## config.mk

```make
export PLATFORM = sky130hd
export DESIGN_NAME = uart_tx_arbiter
export DESIGN_NICKNAME = d
export VERILOG_FILES = /design/src/rtl/uart_tx_arbiter.sv
export SDC_FILE = /design/constraint.sdc
export NUM_CORES = 1
export LEC_CHECK = 0
export CORE_MARGIN = 2
export CORE_UTILIZATION = 46
export DETAILED_ROUTE_END_ITERATION = 10
export MAX_ROUTING_LAYER = met4
export PLACE_DENSITY_LB_ADDON = 0.2
export SYNTH_ARGS = -nofsm -noshare
export SYNTH_HDL_FRONTEND = slang
export SYNTH_SLANG_ARGS = --single-unit
```

## constraint.sdc

```tcl
create_clock -name clk -period 7.2 [get_ports clk]
set_input_delay 0.72 -clock clk [delete_from_list [all_inputs] [get_ports clk]]
set_output_delay 0.72 -clock clk [all_outputs]
set_load 0.05 [all_outputs]
```

## src/rtl/uart_tx_arbiter.sv

```systemverilog
// Round-robin arbiter that feeds bytes from NUM_REQ requesters into a single UART transmitter,
// with a sticky error flag when the transmitter never acknowledges a send strobe.
module uart_tx_arbiter #(
  parameter int NUM_REQ     = 4,
  parameter int ACK_TIMEOUT = 4
) (
  input  logic                       clk,
  input  logic                       rst,
  input  logic [NUM_REQ-1:0]         req_valid,
  input  logic [8*NUM_REQ-1:0]       req_data,
  output logic [NUM_REQ-1:0]         req_ready,
  output logic                       tx_send,
  output logic [7:0]                 tx_data,
  input  logic                       tx_done,
  output logic                       busy,
  output logic [$clog2(NUM_REQ)-1:0] grant_id,
  output logic                       err_timeout,
  input  logic                       err_clear
);

  localparam int IDX_W = $clog2(NUM_REQ);
  localparam int CNT_W = $clog2(ACK_TIMEOUT + 1);
  localparam logic [NUM_REQ-1:0] ONE_HOT0 = {{(NUM_REQ-1){1'b0}}, 1'b1};
  localparam logic [IDX_W-1:0]   LAST_IDX = IDX_W'(NUM_REQ - 1);

  typedef enum logic [1:0] {IDLE, WAIT_ACK, WAIT_DONE} state_t;

  state_t           state;
  logic [IDX_W-1:0] last_grant;
  logic [IDX_W-1:0] cand;
  logic [IDX_W-1:0] winner;
  logic             found;
  logic [CNT_W-1:0] ack_cnt;

  // Walk the requesters starting just after the last winner, wrapping at NUM_REQ-1.
  always_comb begin
    found  = 1'b0;
    winner = last_grant;
    cand   = last_grant;
    for (int k = 0; k < NUM_REQ; k++) begin
      cand = (cand == LAST_IDX) ? '0 : cand + 1'b1;
      if (!found && req_valid[cand]) begin
        found  = 1'b1;
        winner = cand;
      end
    end
  end

  always_ff @(posedge clk) begin
    if (rst) begin
      state       <= IDLE;
      tx_send     <= 1'b0;
      req_ready   <= '0;
      tx_data     <= 8'h00;
      grant_id    <= '0;
      busy        <= 1'b0;
      err_timeout <= 1'b0;
      ack_cnt     <= '0;
      last_grant  <= LAST_IDX;
    end else begin
      tx_send   <= 1'b0;
      req_ready <= '0;
      // A timeout set below overrides a clear issued in the same cycle.
      if (err_clear) err_timeout <= 1'b0;
      case (state)
        IDLE: begin
          if (tx_done && found) begin
            tx_data    <= req_data[{winner, 3'b000} +: 8];
            grant_id   <= winner;
            last_grant <= winner;
            tx_send    <= 1'b1;
            req_ready  <= ONE_HOT0 << winner;
            busy       <= 1'b1;
            ack_cnt    <= CNT_W'(1);
            state      <= WAIT_ACK;
          end
        end
        WAIT_ACK: begin
          if (!tx_done) begin
            ack_cnt <= '0;
            state   <= WAIT_DONE;
          end else if (ack_cnt >= CNT_W'(ACK_TIMEOUT)) begin
            err_timeout <= 1'b1;
            ack_cnt     <= '0;
            busy        <= 1'b0;
            state       <= IDLE;
          end else begin
            ack_cnt <= ack_cnt + 1'b1;
          end
        end
        WAIT_DONE: begin
          if (tx_done) begin
            busy  <= 1'b0;
            state <= IDLE;
          end
        end
        default: begin
          busy  <= 1'b0;
          state <= IDLE;
        end
      endcase
    end
  end

endmodule

```

-- Word level (Yosys, flattened, before mapping)
Cells that the tools add are included.
- multiplexer cells: 39
- magnitude comparators: 5
- multiply operators: 0
- divide/modulo/power cells: 0
- bitwise operators: 2
- shift-type cells: 2
- reductions and logical operators: 15
- add/subtract/negate cells: 5
- equality and inequality tests: 11
- operators with widths (operator ; number):
    variable part select 32 x 6 -> 8 bit ; 1
    2-to-1 mux 2 bit ; 12
    2-to-1 mux 1 bit ; 17
    less-than comparator 2 x 3 -> 1 bit, second input constant ; 4
    == test 2 bit, second input constant ; 5
    2-to-1 mux 3 bit ; 3
    adder 2 x 1 -> 2 bit, second input constant ; 4
    binary-select mux 1 bit (select 2 bit) ; 4
    != test 2 bit, second input constant ; 4
    one-hot mux 2 bit (3 select lines) ; 1
    one-hot mux 3 bit (2 select lines) ; 1
    logical AND 1 bit ; 4
    AND reduction 2 bit ; 2
    AND reduction 4 bit ; 1
    << shifter 1 x 2 -> 4 bit, first input constant ; 1
    adder 3 x 1 -> 3 bit, second input constant ; 1
    greater-or-equal comparator 3 bit, second input constant ; 1
    zero test 1 bit ; 3
    != test 3 bit, second input constant ; 1
    one-hot mux 1 bit (3 select lines) ; 1
    AND reduction 3 bit ; 1
    OR reduction 3 bit ; 1
    == test 2 x 1 -> 1 bit, second input constant ; 1
    zero test 2 bit ; 1
    other kinds (3) ; 4
- bits in writable memories: 0
- bits in read-only memories: 0
- input bits: 40
- output and inout port bits: 17
- bits in latches: 0
- word-level logic and storage cells: 88
- flip-flop bits (word level): 24
- memories kept: 0

-- Depth between registers and ports, before layout
Gate-level depths: netlist of run 1.
- depth after elaboration: 17
- mapped depth: 9
- gate-level depth less buffers: 7

-- Worst setup path after synthesis of run 1
Ideal clock, no wire load.
- path type: input port to flip-flop
- from: in req_valid[1]
- to: reg tx_data[0]
- stages on the path: 8
- buffers on the path: 2
- required time: 7.063 ns
- setup time: 0.137 ns
- slack: 4.733 ns
- arrival: 2.330 ns
- cells stage by stage: clkbuf_1 -> mux2_2 -> a21oi_1 -> o32ai_1 -> o21ai_0 -> clkbuf_1 -> mux2i_1 -> o221ai_2
- longest elaborated chain between the ends: 14
- elaborated cells between the ends (all ways): 25
- those cells by class: 1 x shift; 16 x mux; 8 x reduce/logical
- ends and longest elaborated chain (what ; line ; source):
    from (decl) ; 9 ; input logic [NUM_REQ-1:0] req_valid,
    parallel branches: the longest is 14 deep, another holds binary-select mux 1 bit (select 2 bit) ; - ;
    to (signal assigned) ; 68 ; tx_data <= req_data[{winner, 3'b000} +: 8];
    to (decl) ; 13 ; output logic [7:0] tx_data,
Several ways; the timed one is not identified. The select of a mux whose other input is x is not followed.
A chain may end at the register's enable or synchronous reset.

-- Final worst setup path of run 1
- from: reg last_grant[0]
- to: reg tx_data[4]
- longest elaborated chain between the ends: 16
- elaborated cells between the ends (all ways): 37
- those cells by class: 4 x add/sub; 4 x eq/ne; 1 x shift; 20 x mux; 8 x reduce/logical
- ends and longest elaborated chain (what ; line ; source):
    from (decl) ; 29 ; logic [IDX_W-1:0] last_grant;
    from (signal assigned) ; 70 ; last_grant <= winner;
    parallel branches: the longest is 16 deep, another holds adder 2 x 1 -> 2 bit ; - ;
Several ways; the timed one is not identified. The select of a mux whose other input is x is not followed.

==> flow_metrics.tcl, run 1 <==
set metrics [dict create \
    status "finished, violations left" \
    violations "DRC" \
    path_buf_inv 0 \
    ys_seq_area_frac 0.349 \
    start_util 0.490 \
    postRouteAntennaNets 0 \
    worstRegToRegCells 7 \
    grt_usage 0.225 \
    dr.pass1.iters 7 \
    synth_async_sr_flop_share 0 \
    regToRegStartpoint "last_grant[0]" \
    fin_setup_tns_ns 0 \
    cts_made_buffers 3 \
    slew_viol_final 0 \
    hp-class "reg2reg" \
    reg2reg_to "tx_data[4]" \
    min_delay_path_depth 2 \
    die_w_um 58.7 \
    clock_sinks 24 \
    power.leakage_uw 0.000755 \
    min-delay-start "grant_id[0]" \
    crit_family "compound AO/OA/AOI/OAI gates" \
    cts_max_path_buffers 2 \
    grt_pass1_wl_um 5790 \
    die_area_mm2 0.00344 \
    grt_pass1_vias 1340 \
    cts_setup_buffers 0 \
    drv_cap 0 \
    postSynthCellCount 151 \
    area_delta_synth_final_pct 44.3 \
    worstPathRequired_ns 7.40 \
    timing.slew.headroom 0.216 \
    cts_tree "done" \
    overflow 0 \
    synth_area_mm2 0.00138 \
    wl_um 3490 \
    worst_slew_pin_slew_ns 1.18 \
    globalplace.congestion 0.853 \
    crit_chain "ha_1, mux2_2, a21oi_1, o32ai_1, o21ai_2, mux2i_1, o221ai_2" \
    path_class "reg2reg" \
    layout-drive-gt1-share 0.0995 \
    ys_ff_latch 24 \
    avgViaCountPerCell 5.82 \
    wl_per_cell_um 15.1 \
    report.final.setup_viol 0 \
    synth_edf_count 0 \
    clk_latency_ns 0.32 \
    fmax_mhz 315 \
    hold_viol 0 \
    antenna_found_initial 0 \
    clock_skew_ns 0.0102 \
    cts_hold_buf 0 \
    final_nets 245 \
    hold_slack_ns 0.477 \
    yosysUniqueCellTypes 42 \
    max_stage_delay_ns 0.91 \
    peakVddDrop_v 0.000152 \
    num_rows 19 \
    path_clk_slew_ns 0.14 \
    multi_input_area_um2 833 \
    port_buffers 56 \
    synthesis.nets 194 \
    regArea_um2 480 \
    synth-main-ff-cell "dfxtp_1" \
    fill_cells 219 \
    start_kind "flip-flop" \
    grt_max_degree 22 \
    htree_levels 1 \
    drc 3 \
    syn_avg_cell_area_um2 9.11 \
    n_antenna_cell 0 \
    end_kind "flip-flop" \
    whs_endpoint "grant_id[0]" \
    cp_max_fo 21 \
    fin_crit_sh 0.442 \
    cp.arrival_ns 3.37 \
    root_buffer "clkbuf_4" \
    power_density_mw_per_mm2 217 \
    rsz0062_at_grt "no" \
    yosys_warnings 0 \
    period_needed_ns 3.18 \
    cp_slowest_cell "o21ai_2" \
    fp.dieH_um 58.7 \
    vias 1351 \
    core_area_mm2 0.00281 \
    hpwl_um 2700 \
    regToRegSetupSlack_ns 4.02 \
    boundaryPins 57 \
    drt_iter0_drc 55 \
    cts_resized 0 \
]
layout make-up:
cell class,count,share of cell area
Clock buffer,3,0.0113
Clock inverter,1,0.0151
Inverter,5,0.00946
Multi-Input combinational cell,112,0.420
Sequential cell,24,0.242
Tap cell,31,0.0195
Timing Repair Buffer,56,0.282
synthesized netlist by cell type, types with 2 or more instances:
library cell	n	area [um2]
or3_1	3	18.8
a21oi_1	9	45.0
ha_1	3	37.5
inv_1	5	18.8
o21ai_0	6	30.0
nand2_1	16	60.1
nor3b_1	2	15.0
a2111oi_0	2	17.5
o221ai_2	8	120
mux2i_1	16	160
dfxtp_1	24	480
nor2b_1	4	25.0
a31oi_1	2	12.5
or2_2	2	12.5
nor2_1	9	33.8
nor3_1	3	15.0
clkbuf_1	8	30.0
nand2b_1	4	25.0
a221oi_1	2	17.5
stage by stage:
step | instances | utilization | area (um2) | worst slack (ns) | power [uW]
detailed placement | 228 | 0.689 | 1930 | 3.67 | 336
finish | 232 | 0.707 | 1980 | 4.02 | 432
CTS | 232 | 0.707 | 1980 | 3.98 | 434
global placement | 228 | 0.689 | 1930 | 3.85 | 331
floorplan | 151 | - | 1380 | 4.73 | 278
global route | 232 | 0.707 | 1980 | 3.76 | 455
worst reg2reg max path: cells and delay by family (launching register included):
| family | cells | cell delay [ns] |
|---|---|---|
| compound gates | 4 | 1.29 |
| fa+ha+maj | 1 | 0.57 |
| flops | 1 | 0.42 |
| mux | 2 | 0.76 |
worst max-delay path by stage:
| stage | start | end | slack, ns | cells after the start |
|---|---|---|---|---|
| 6_report | last_grant[0] | tx_data[4] | 4.02 | 7 |
| 5_1_grt | last_grant[0] | tx_data[4] | 3.76 | 7 |
| 4_1_cts | last_grant[0] | tx_data[4] | 3.98 | 7 |
| 3_5_place_dp | req_valid[1] | tx_data[4] | 3.67 | 7 |
| 3_3_place_gp | req_valid[1] | tx_data[5] | 3.85 | 7 |
| 2_1_floorplan | req_valid[1] | tx_data[0] | 4.73 | 8 |
routing by layer:
metal | share of wire | track usage | wire length, um | up-vias
li1 | - | - | - | 660
met5 | 0 | - | 0 | -
met3 | 0.068 | 0.0747 | 239 | 4
met2 | 0.52 | 0.387 | 1820 | 51
met4 | 0.0072 | 0.0552 | 25 | 0
met1 | 0.40 | 0.252 | 1410 | 636
report_power, final:
group | internal [uW] | switching [uW] | leakage (uW) | total [uW]
clock | 56.3 | 41.4 | 0.0000279 | 97.7
sequential | 147 | 9.95 | 0.000197 | 156
combinational | 77.3 | 100 | 0.000531 | 177
total | 280 | 151 | 0.000755 | 432
logic make-up (layout without fill, tap and decap cells):
group,after synthesis,in the layout,share of synthesized area
AND/OR/NAND/NOR,48,48,0.174
AO/OA/AOI/OAI,42,42,0.255
flip-flops,24,24,0.349
multiplexers,18,18,0.141
buffers and inverters,15,65,0.0473
adder cells (fa/ha/maj),3,3,0.0273
XOR/XNOR,1,1,0.00637
cells in the final DEF (no fill, tap or decap), drive strengths merged, types with 2 or more instances in the layout:
cell type,count
clkdlybuf4s50,56
dfxtp,24
nand2,16
mux2i,16
nor2,10
a21oi,9
o221ai,9
o21ai,6
inv,5
nor2b,4
nand2b,4
nor3,3
or3,3
ha,3
clkbuf,3
or2,2
a221oi,2
a2111oi,2
nor3b,2
a31oi,2
sequential cells by signal, summed over array words and instances (netlist names):
register and count:
req_ready 4, err_timeout 1, grant_id 2, last_grant 2, tx_data 8, ack_cnt 3
state 2, busy 1, tx_send 1
Power figures use the tool's default switching activity.
==> run 2, diff against run 1 <==
- CORE_UTILIZATION: 46 -> 38
- clock period: 7.2 -> 2.65 ns (I/O delays scaled with it)
==> run 2 against run 1 <==
Net effect: the flow now finishes without violations; power increased to 2.6 times the previous value; worst hold slack got worse by 0.0075 ns; die area up 20%.
==> flow_metrics.tcl, run 2 (synthesis gave the netlist of run 1 again) <==
set metrics [dict create \
    wl_per_cell_um 13.7 \
    post-route-util 0.620 \
    overflow 0 \
    busiest_layer "met2" \
    power_density_mw_per_mm2 539 \
    hold_viol 0 \
    met1_usage 0.228 \
    htree_levels 1 \
    wl_um 3570 \
    start_kind "flip-flop" \
    fin_setup_tns_ns 0 \
    grt_pass1_vias 1362 \
    cp_max_fo 11 \
    final_common_cell "clkdlybuf4s50_1" \
    cp_slowest_cell "mux4_2" \
    grt_pass1_wl_um 6000 \
    reg.largest.list "tx_data (8), req_ready (4), ack_cnt (3)" \
    hpwl_um 2730 \
    cts_max_path_buffers 2 \
    root_buffer "clkbuf_4" \
    vias 1362 \
    antenna_found_initial 0 \
    layout-drive-gt1-share 0.164 \
    num_rows 21 \
    drv_cap 0 \
    hold_slack_ns 0.469 \
    final_nets 258 \
    path_clk_slew_ns 0.13 \
    report.final.setup_viol 0 \
    boundaryPins 57 \
    die_area_mm2 0.00412 \
    crit_chain "ha_2, nor2_2, mux4_2, a311oi_2, o22ai_1, or3_1, buf_12, o221ai_2" \
    n_antenna_cell 0 \
    cts_hold_buf 0 \
    largest_reg_flops 8 \
    cts_made_buffers 3 \
    peakVddDrop_v 0.000249 \
    grt_usage 0.189 \
    rsz0062_at_grt "no" \
    fp.dieH_um 64.2 \
    core_area_mm2 0.00342 \
    period_needed_ns 2.48 \
    grt_max_degree 22 \
    cp.arrival_ns 2.73 \
    path_buf_inv 1 \
    grtUsageMet3 0.0493 \
    worstPathRequired_ns 2.90 \
    cts_tree "done" \
    max_stage_delay_ns 0.52 \
    largest-register "tx_data" \
    clk_latency_ns 0.31 \
    die_w_um 64.2 \
    globalRouteMet2Util 0.315 \
    fin_crit_sh 0.935 \
    dr.pass1.iters 4 \
    worst_slew_pin_slew_ns 0.513 \
    crit_family "compound AO/OA/AOI/OAI gates" \
    postRouteAntennaNets 0 \
    timing.slew.headroom 0.657 \
    final_cell_mix "clkdlybuf4s50_1, dfxtp_1, nand2_1, mux2i_1, buf_4" \
    end_kind "flip-flop" \
    status "finished clean" \
    area_delta_synth_final_pct 54.0 \
    drc 0 \
    clock_sinks 24 \
    drt_iter0_drc 51 \
    start_util 0.403 \
    hp-class "reg2reg" \
    path_class "reg2reg" \
    fmax_mhz 404 \
    slew_viol_final 0 \
    avgViaCountPerCell 5.24 \
    clock_skew_ns 0.00335 \
    globalplace.congestion 0.794 \
    power.leakage_uw 0.000821 \
    port_buffers 56 \
]
run 2: cell types whose count changed in the layout (fill, tap and decap cells not counted), sizes merged:
cell,previous run,this run
clkbuf,3,4
buf,0,13
bufinv,1,0
run 2: final timing paths:
path	startpoint	to	slack (ns)	depth (start not counted)
setup / recovery	last_grant[1]	tx_data[4]	0.17	8
hold / removal	grant_id[1]	grant_id[1]	0.47	2
setup reg to reg	last_grant[1]	tx_data[4]	0.17	8
hold reg to reg	grant_id[1]	grant_id[1]	0.47	2
run 2: routing by layer:
layer	vias to the layer above	wire, um
met2	49	1700
li1	688	-
met5	-	0
met4	0	12
met1	623	1620
met3	2	238
run 2: area by class of cell:
| cell class | count | area [um2] |
|---|---|---|
| Clock buffer | 4 | 36.3 |
| Fill cell | 296 | 1300 |
| Tap cell | 46 | 57.6 |
| Inverter | 5 | 18.8 |
| Timing Repair Buffer | 69 | 683 |
| Sequential cell | 24 | 480 |
| Multi-Input combinational cell | 112 | 842 |
run 2: metrics by stage:
step                      cell area [um2]  cells  setup slack, ns  power [uW]
final                                2120    260            0.172        1140
after global routing                 2120    260          0.00697        1210
after CTS                            2110    260            0.112        1150
after detailed placement             2070    256           0.0796         953
after global placement               2070    256            0.213         942
after floorplan                      1380    151            0.229         755
run 2: report_power, final:
part | total, uW | internal (uW) | switching, uW | leakage [uW]
logic | 529 | 244 | 284 | 0.000603
clock network | 191 | 84.0 | 107 | 0.0000210
registers | 423 | 398 | 24.6 | 0.000197
total | 1140 | 726 | 416 | 0.000821
run 2: timing repair:
item / 4_1_cts / 5_1_grt
resized for setup: 0 / 2
setup buffers: 0 / 0
setup endpoints to repair: 0 / 11
run 2: worst register-to-register path, stage by stage, from the launching register on:
cell	delay [ns]
dfxtp_1	0.38
ha_2	0.23
nor2_2	0.13
mux4_2	0.52
a311oi_2	0.27
o22ai_1	0.17
or3_1	0.38
buf_12	0.17
o221ai_2	0.17
